$ cat src/rtl/led_flick_sequencer.sv
// led_flick_sequencer: flick-triggered LED fill sequencer (UP1 -> DN1 -> UP2 -> DN2) with
// checkpoint kickback, tick-paced level steps and a registered thermometer LED mask.
module led_flick_sequencer #(
    parameter int N_LED    = 16,
    parameter int TICK_DIV = 1,
    parameter int CP_LO    = 5,
    parameter int CP_HI    = 10
) (
    input  logic             clk,
    input  logic             reset,
    input  logic             flick,
    output logic [N_LED-1:0] LED,
    output logic [2:0]       current_state,
    output logic [4:0]       current_index,
    output logic             step,
    output logic             busy
);
    localparam int TW = (TICK_DIV > 1) ? $clog2(TICK_DIV) : 1;

    typedef enum logic [2:0] {IDLE = 3'd0, UP1 = 3'd1, DN1 = 3'd2, UP2 = 3'd3, DN2 = 3'd4} state_t;

    state_t            state_q, state_d, nxt;
    logic [4:0]        level_q, level_d, target;
    logic [TW-1:0]     tick_cnt_q, tick_cnt_d;
    logic [N_LED-1:0]  led_q, led_d;
    logic              flick_q, pend_q, pend_d, step_q, step_d;
    logic              fe, tick, dn, kick;

    assign fe     = flick & ~flick_q;
    assign tick   = tick_cnt_q == TW'(TICK_DIV - 1);
    assign dn     = (state_q == DN1) || (state_q == DN2);
    assign target = (state_q == UP1) ? 5'(N_LED) : (state_q == DN1) ? 5'(CP_LO) :
                    (state_q == UP2) ? 5'(CP_HI) : 5'd0;
    assign nxt    = (state_q == UP1) ? DN1 : (state_q == DN1) ? UP2 : (state_q == UP2) ? DN2 : IDLE;
    // Kickback only fires at the checkpoints reachable while descending in the current DN phase.
    assign kick   = pend_q && (((state_q == DN1) && (level_q == 5'(CP_HI) || level_q == 5'(CP_LO))) ||
                               ((state_q == DN2) && (level_q == 5'(CP_LO) || level_q == 5'd0)));

    always_comb begin
        state_d    = state_q;
        level_d    = level_q;
        pend_d     = pend_q;
        tick_cnt_d = tick ? '0 : tick_cnt_q + 1'b1;
        if (state_q == IDLE) begin
            tick_cnt_d = '0;
            if (fe) state_d = UP1;
        end else begin
            if (fe && dn) pend_d = 1'b1;
            if (tick) begin
                if (kick) begin
                    state_d = (state_q == DN1) ? UP1 : UP2;
                    pend_d  = 1'b0;
                end else if (level_q == target) begin
                    state_d = nxt;
                end else begin
                    level_d = dn ? level_q - 1'b1 : level_q + 1'b1;
                end
            end
        end
        if (state_d != state_q) begin
            tick_cnt_d = '0;
            pend_d     = 1'b0;
        end
        step_d = level_d != level_q;
        for (int i = 0; i < N_LED; i++) led_d[i] = 5'(i) < level_d;
    end

    always_ff @(posedge clk) begin
        if (reset) begin
            state_q    <= IDLE;
            level_q    <= '0;
            tick_cnt_q <= '0;
            led_q      <= '0;
            flick_q    <= 1'b0;
            pend_q     <= 1'b0;
            step_q     <= 1'b0;
        end else begin
            state_q    <= state_d;
            level_q    <= level_d;
            tick_cnt_q <= tick_cnt_d;
            led_q      <= led_d;
            flick_q    <= flick;
            pend_q     <= pend_d;
            step_q     <= step_d;
        end
    end

    assign LED           = led_q;
    assign current_state = state_q;
    assign current_index = level_q;
    assign step          = step_q;
    assign busy          = state_q != IDLE;
endmodule

$ cat config.mk
export PLATFORM = sky130hd
export DESIGN_NAME = led_flick_sequencer
export DESIGN_NICKNAME = d
export VERILOG_FILES = /design/src/rtl/led_flick_sequencer.sv
export SDC_FILE = /design/constraint.sdc
export NUM_CORES = 1
export LEC_CHECK = 0
export CORE_MARGIN = 2
export CORE_UTILIZATION = 50
export CTS_BUF_LIST = sky130_fd_sc_hd__clkbuf_16
export DETAILED_ROUTE_END_ITERATION = 6
export DONT_BUFFER_PORTS = 1
export HOLD_SLACK_MARGIN = 0.1
export PLACE_DENSITY = 0.73
export SYNTH_ARGS = -nofsm -noshare
export SYNTH_HDL_FRONTEND = slang
export SYNTH_SLANG_ARGS = --single-unit
export TNS_END_PERCENT = 100
$ cat constraint.sdc
create_clock -name clk -period 5.82 [get_ports clk]
set_clock_uncertainty 0.05 [all_clocks]
set_input_delay 1.164 -clock clk [delete_from_list [all_inputs] [get_ports clk]]
set_output_delay 1.164 -clock clk [all_outputs]
set_load 0.1 [all_outputs]
* Yosys cells after proc, flatten, opt, wreduce, memory -nomap -nowiden
Index checks and enable logic that the tools add are counted.
** Word-level totals
- Logic and storage cells :: 71
- Input bits :: 3
- Register bits after elaboration :: 28
** Cells by class
- Muxes and demuxes :: 20
- Reduce and logical (&&, ||, !) cells :: 13
- Order comparisons :: 16
- Equal/unequal tests :: 9
- Add/sub/neg operators :: 3
- Bitwise gates (word level) :: 3
** Operators with widths (number)
- $lt A4 B5 Y1 const A :: 8
- $mux W5 :: 6
- $mux W3 :: 8
- $lt A3 B5 Y1 const A :: 4
- $lt A1 B5 Y1 const A :: 2
- $lt A2 B5 Y1 const A :: 2
- $mux W4 :: 2
- $eq A3 B2 Y1 const B :: 2
- $add A5 B1 Y5 const B :: 1
- $eq A5 B3 Y1 const B :: 1
- $eq A5 B4 Y1 const B :: 1
- $eq A5 B5 Y1 :: 1
- $logic_not A5 Y1 :: 1
- $ne A5 B5 Y1 :: 1
- $sub A5 B1 Y5 const B :: 1
- $logic_and A1 B1 Y1 :: 4
- $logic_or A1 B1 Y1 :: 4
- $reduce_or A4 Y1 :: 1
- $eq A3 B1 Y1 const B :: 1
- $eq A3 B3 Y1 const B :: 1
- $logic_not A3 Y1 :: 1
- $mux W1 :: 3
- $ne A3 B3 Y1 :: 1
- $reduce_bool A3 Y1 :: 1
- other kinds (5) :: 6

* Logic depth before layout (Yosys ltp)
- Word-level depth :: 11
- Gate-level depth with buffers :: 12

* Least setup slack after synthesis
No wires, ideal clock.
- Path kind :: reg-to-reg
- Start point :: register state_q[0] (netlist: current_state[0])
- End point :: register led_q[10] (netlist: LED[10])
- Data required time :: 5.632 ns
- Cell stages (with the launch flop) :: 10
- Clock period less this slack :: 3.339 ns
- Path buffers :: 2
- Arrival :: 3.151 ns
- Setup slack :: 2.481 ns
- Path through :: dfxtp_1 -> buf_2 -> nor3_2 -> inv_1 -> nand2_1 -> nor3_2 -> buf_6 -> mux2_4 -> nor3_2 -> a311oi_2
** On the way
- Longest elaborated chain between the ends :: 10
** Ends and longest elaborated chain
- start, declared :: line 22 : state_t state_q, state_d, nxt;
- start signal, assigned :: line 78 : state_q <= state_d;
- $eq A3 B2 Y1 :: line 33 : (state_q == UP2) ? 5'(CP_HI) : 5'd0;
- $mux W4 :: line 33
- $mux W4 :: line 32 : assign target = (state_q == UP1) ? 5'(N_LED) : (state_q == DN1) ? 5'(CP_LO) :
- $mux W5 :: line 32
- $eq A5 B5 Y1 :: line 53 : end else if (level_q == target) begin
- $mux W5 :: line 53
- $mux W5 :: line 50 : if (kick) begin
- $mux W5 :: line 49 : if (tick) begin
- $mux W5 (*) :: line 44 : if (state_q == IDLE) begin
- $lt A4 B5 Y1 (*) :: line 65 : for (int i = 0; i < N_LED; i++) led_d[i] = 5'(i) < level_d;
- end signal, assigned :: line 81 : led_q <= led_d;
- end, declared :: line 25 : logic [N_LED-1:0] led_q, led_d;
Every way passes the cells marked *; elsewhere a longest branch is shown, timed or not.
A chain may end at the register's enable or synchronous reset.

* Worst setup path after layout
- Start point :: register state_q[0] (netlist: current_state[0])
- End point :: register led_q[6] (netlist: LED[6])
** On the way
- Longest elaborated chain between the ends :: 10
** Ends and longest elaborated chain (line)
- $eq A3 B2 Y1 :: 33
- $mux W4 :: 33
- $mux W4 :: 32
- $mux W5 :: 32
- $eq A5 B5 Y1 :: 53
- $mux W5 :: 53
- $mux W5 :: 50
- $mux W5 :: 49
- $mux W5 (*) :: 44
- $lt A3 B5 Y1 (*) :: 65
Marked as above.

==> reports/qor.yml <==
synth:
  synthSimpleGateAreaFrac_pct: 18.8
  synth_flop_cell: "dfxtp_1"
  synth_edf_count: 0
  synth_top_family_by_area: "compound AO/OA/AOI/OAI gates"
  ys_types: 53
  synth_fa_ha_area_share_pct: 3.74
  synthesis.instances: 174
  synth-compound-area-share_pct: 26.0
  synthMuxAreaShare_pct: 5.20
  avgSynthCellArea_sq_um: 8.84
  synth_seq_area_share_pct: 35.1
  yosys_register_bits: 27
  syn-num-nets: 181
  async_flop_share_pct: 0
  syn_area_sq_um: 1540
  synthXorXnorAreaFrac_pct: 3.41
  yosysWarningCount: 0
run_status:
  outcome: "complete, no violations"
sta:
  min_period_ns: 3.43
  finalCritPeriodShare_pct: 59.0
  worstMarginPinSlew_ns: 0.944
  slew_headroom_pct: 37.0
  whs_ns: 0.488
  report.final.slew_viol_count: 0
  setup_tns_ns: 0
  hold_viol_final: 0
  rsz0062_at_grt: "false"
  finalSetupViolations: 0
  max_freq_ghz: 0.291
flow_run:
  max-cap-violations: 0
floorplan:
  start_util_pct: 51.7
  rows: 20
  io_pins: 29
  die_h_um: 59.5
  core_sq_um: 2980
  die_area_sq_um: 3540
  die_x_um: 59.5
clocking:
  root_buffer: "clkbuf_16"
  cts_max_path_buffers: 2
  cts.clk_slew.worst_paths_ns: 0.06
  htree_levels: 1
  clk_latency_ns: 0.26
  postCtsSetupBuffers: 0
  post_cts_resize_count: 0
  hold_buffers: 0
  cts_sinks: 27
  cts_buffers: 3
  cts_tree: "done"
global_route:
  grt_pass1_wl_um: 5820
  grt_start_max_net_pins: 21
  gr-usage-all-layers_pct: 21.7
  grt_overflow: 0
  grt_pass1_vias: 1199
  antenna_found_initial: 0
pwr:
  pwr-share-clk_pct: 32.0
  p_sw_mw: 0.171
  seqPwrFrac_pct: 44.5
  powerDensity_nw_per_um2: 298
  total_power_mw: 0.487
  p_sw_share_pct: 35.1
  ir_worst_vdd_uv: 122
  p_leak_nw: 0.628
  p_comb_share_pct: 23.5
  p_int_mw: 0.316
finish:
  drive_above_1_share_pct: 16.2
  finish.utilization_pct: 54.8
  diodes: 0
  nets: 181
  syn_to_final_growth_pct: 6.02
routing:
  vias: 1293
  drtAntennaViolNets: 0
  wl_per_cell_um: 16.0
  wirelength_um: 3300
  routed_via_density: 6.28
  drt-pass1-iter-count: 4
  drtIter0Drc: 62
  drc_errors: 0
hold_path:
  min_path_type: "register to register"
worst_setup_path:
  path_max_fanout: 14
  worstPathRequired_ns: 5.89
  worst_setup_path_start_kind: "register"
  worstPathArrival_ns: 3.50
  critPathKind: "register to register"
  crit_path_end_kind: "register"
  ff2ff_setup_slack_ns: 2.39
place:
  port_buffers: 0
  routabilityCongestion: 0.838
  hpwl_um: 2400
cell usage in the layout (no fill, tap or decap), drive strengths merged, types with 2 or more instances in the layout:
cell type / n
o21ai: 13
a31oi: 4
nor4: 2
a211o: 2
dfxtp: 27
clkbuf: 3
nand2b: 2
inv: 6
o31ai: 3
o211ai: 2
xor2: 2
nor2b: 5
nand4: 4
a2111oi: 2
buf: 8
nor3: 5
a311oi: 2
mux2i: 3
nor2: 26
mux2: 3
a211oi: 4
nand3: 2
a21oi: 10
a21o: 4
ha: 3
nand2: 7
xnor2: 4
area by class of cell:
type | count | area (sq um)
Timing Repair Buffer | 8 | 60.1
Fill cell | 257 | 1350
Inverter | 6 | 22.5
Clock buffer | 3 | 75.1
Sequential cell | 27 | 542
Tap cell | 33 | 41.3
Clock inverter | 1 | 7.51
Multi-Input combinational cell | 128 | 883
sequential cells by signal, indices dropped and copies added, names as in the netlist:
name,cells
LED,15
current_index,5
current_state,3
flick_q,1
pend_q,1
step,1
tick_cnt_q,1
through the flow:
stage                     instance area, sq um  instances  setup WS [ns]
after floorplan                           1540        174           2.48
final                                     1630        206           2.39
after detailed placement                  1550        202           2.42
after global routing                      1630        206           2.10
after CTS                                 1630        206           2.41
after global placement                    1550        202           2.56
critical path: stages, from the launching register on:
cell and delay, ns:
dfxtp_1 0.31, buf_4 0.36, nor3_2 0.12, inv_1 0.65, nand2_1 0.23, nor3_2 0.74
mux2i_1 0.22, o21ai_2 0.44, o31ai_1 0.17
power groups by stage:
stage               clock [mW]  sequential [mW]  combinational, mW
floorplan                    0            0.240             0.0802
global placement             0            0.221              0.110
detailed placement           0            0.221              0.112
CTS                      0.158            0.217              0.113
global route             0.167            0.217              0.123
finish                   0.156            0.216              0.114
worst paths after layout:
kind,startpoint,end,cells after the start
setup / recovery,current_state[0],LED[6],8
hold / removal,pend_q,pend_q,2
setup reg to reg,current_state[0],LED[6],8
hold reg to reg,pend_q,pend_q,2
per-layer routing:
layer / GRT usage, % / vias up / part of all wire [%]
met2: 33.9 / 53 / 48
met4: 8.12 / 0 / 2.1
met5: 0 / - / 0
li1: - / 623 / -
met3: 4.80 / 7 / 6.1
met1: 29.0 / 610 / 44
synthesized netlist by cell type, drive strengths merged (2+ instances only):
library cell / n / area share [%]
mux2: 3 / 2.4
nor2: 26 / 6.3
nor3: 5 / 2.6
ha: 3 / 2.4
mux2i: 3 / 2.8
a2111oi: 2 / 1.1
xor2: 2 / 1.1
a21oi: 10 / 3.3
nand3: 2 / 0.65
a31oi: 4 / 1.6
o211ai: 2 / 0.98
nor2b: 5 / 2.5
clkbuf: 2 / 0.49
a311oi: 2 / 1.5
a211oi: 4 / 2.8
inv: 6 / 1.5
a211o: 2 / 1.1
buf: 11 / 5.5
nand2b: 2 / 0.81
o31ai: 3 / 1.5
o21ai: 13 / 4.7
xnor2: 4 / 2.3
nor4: 2 / 1.2
nand2: 7 / 1.7
a21o: 4 / 2.0
dfxtp: 27 / 35
nand4: 4 / 1.6
cell families (layout without fill, tap and decap cells):
logic type / after synthesis / in the layout
xor+xnor: 6 / 6
fa+ha+maj: 4 / 4
other cells: 1 / 1
simple gates: 56 / 56
buf+inv: 19 / 18
compound gates: 55 / 55
flops: 27 / 27
mux: 6 / 6
(Power assumes the default switching activity.)
==> RTL edit: new RTL, config.mk and constraints unchanged <==
The parameter `N_LED` goes from 16 to 15.
--- a/src/rtl/led_flick_sequencer.sv
+++ b/src/rtl/led_flick_sequencer.sv
@@ -1,7 +1,7 @@
 // led_flick_sequencer: flick-triggered LED fill sequencer (UP1 -> DN1 -> UP2 -> DN2) with
 // checkpoint kickback, tick-paced level steps and a registered thermometer LED mask.
 module led_flick_sequencer #(
-    parameter int N_LED    = 16,
+    parameter int N_LED    = 15,
     parameter int TICK_DIV = 1,
     parameter int CP_LO    = 5,
     parameter int CP_HI    = 10
Ports: changed (resized LED); port bits go from 29 to 28. The function was not compared with the original's and may differ.
==> RTL edit against the original RTL <==
Count of clock-buffer cells in the layout is the same; wire length shrank 5.7%; worst hold slack gained 0.037 ns; worst setup slack gained 0.35 ns; die area shrank 4.8%; cell area shrank 4.8%; sequential share of layout area grew 1.6 points; synthesized area shrank 5.1%; global-route usage shrank 1.6 points; sequential cell count is the same; critical endpoint is now LED[14]$_SDFF_PP0_.
Power is not compared: it rests on default switching activity, and its combinational part moved more than twofold at a synthesized area within 25%.
==> RTL edit: results (changes against the original RTL) <==
[status]
status = finished clean

[worst_setup_path]
crit_arrival_ns = 3.19  ; -0.31 ns
crit_family = flip-flops
critPathSlowestCell = dfxtp_1
slowest_delay_ns = 1.09  ; +0.35 ns
crit_path_max_fanout = 17  ; +3

[synth]
ys_warn_count = 0  ; unchanged
yosysSeqAreaShare_pct = 37.0  ; +1.9 points
synth_common_cells = dfxtp_1, nor2_1, a21oi_1, nand2_1, inv_1
mappedNetlistNets = 165  ; -8.8%
synthTopCellsByArea = dfxtp_1, a21oi_1, nor2_1
synth.distinct_cells = 51  ; -3.8%
synthArstFlopShare_pct = 0  ; unchanged

[clock_network]
post_cts_buffers = 0  ; unchanged
insertion_delay_ns = 0.26  ; about the same
cts_resized = 0  ; unchanged
cts_max_level = 1  ; unchanged
clockRootBuffer = clkbuf_16
numCtsBuffers = 3  ; unchanged
path_clk_slew_ns = 0.07
cts_buffer_depth = 2  ; unchanged

[power]
peakVddDrop_uv = 385
p_leak_nw = 0.628

[sta]
slew_headroom_pct = 23.2  ; -14 points
hold_violations = 0  ; unchanged

[hold_path]
worstHoldPathType = flop to flop

[grt]
groute.usage.overall_pct = 20.1  ; -1.6 points
antenna_found_initial = 0  ; unchanged
grt_max_degree = 20  ; -4.8%
grt_pass1_wl_um = 5150  ; -12%
grt_pass1_vias = 1078  ; -10%

[place]
dpl_cell_area_sq_um = 1470  ; -5.1%
dp_hpwl_um = 2160  ; -9.8%
io_buffers = 0  ; unchanged
place_congestion = 0.909  ; +8.5%

[route]
num_vias = 1157  ; -11%
drt_iter0_markers = 53  ; -15%
dr.pass1.iters = 4  ; unchanged
wl_um = 3110  ; -5.7%

[cells_and_area]
drive_above_1_share_pct = 15.7  ; -0.46 points
n_antenna_cell = 0  ; unchanged
largest_register_ffs = 15  ; unchanged

[RTL edit: cell count changes in the layout (fill, tap and decap cells not counted), moves of 3 or more]
cell     unedited run  this run
nand4_1             4         0
inv_1               5         8
nor2b_1             4         1
o21ai_1             6         3
nor3_1              2         5
nand2_1             7        11
nor2_2              0         4
nor2_1             26        14
[RTL edit: path summary, 6_finish.rpt]
path	start	end	slack [ns]	depth (start not counted)
worst max-delay path	current_index[3]$_SDFF_PP0_	LED[14]$_SDFF_PP0_	2.74	8
worst max register to register	current_index[3]$_SDFF_PP0_	LED[14]$_SDFF_PP0_	2.74	8
worst min register to register	pend_q$_SDFFE_PP0N_	pend_q$_SDFFE_PP0N_	0.52	2
worst min-delay path	pend_q$_SDFFE_PP0N_	pend_q$_SDFFE_PP0N_	0.52	2
[RTL edit: layout make-up]
class / instances / area [sq um]
clock buffers: 3 / 75.1
inverters: 8 / 30.0
repair buffers: 6 / 45.0
clock inverters: 1 / 7.51
well taps: 31 / 38.8
flip-flops and latches: 27 / 541
fillers: 250 / 1200
multi-input cells: 114 / 816
[RTL edit: worst register-to-register path, cell delays in order (launching register included)]
cell      delay, ns
dfxtp_1        1.09
nand2_1        0.21
mux2i_1        0.37
o211ai_4       0.16
nand3_4        0.27
mux2i_4        0.43
nor2_2         0.09
a21o_1         0.19
and2_1         0.13
[RTL edit: per-stage QoR]
stage / cells / power [W] / setup slack, ns
floorplan: 158 / 0.000802 / 2.65
global placement: 186 / 0.000846 / 2.89
detailed placement: 186 / 0.000854 / 2.77
CTS: 190 / 0.00102 / 2.76
global route: 190 / 0.00106 / 2.54
finish: 190 / 0.00101 / 2.74
[RTL edit: power by group]
part | total, W | switching, W | leakage, nW | internal (W)
Clock | 0.000158 | 0.0000643 | 0.0371 | 0.0000934
Sequential | 0.000403 | 0.000184 | 0.219 | 0.000219
Combinational | 0.000453 | 0.000318 | 0.371 | 0.000135
[RTL edit: logic make-up after synthesis]
logic type,Yosys count,share of synthesized area (%)
and+or+nand+nor,55,20.8
AOI/OAI and AO/OA,41,21.0
DFF,27,37.0
buffers and inverters,17,7.11
xor gates and xnor gates,8,5.31
muxes,5,4.54
adders and majority gates,4,3.94
other,1,0.257
[RTL edit: layer usage]
| metal | GRT usage [%] | up-vias | wire length [um] |
|---|---|---|---|
| met4 | 9.63 | 0 | 51 |
| li1 | - | 551 | - |
| met3 | 6.47 | 8 | 287 |
| met5 | 0 | - | 0 |
| met2 | 30.4 | 61 | 1470 |
| met1 | 26.0 | 537 | 1300 |
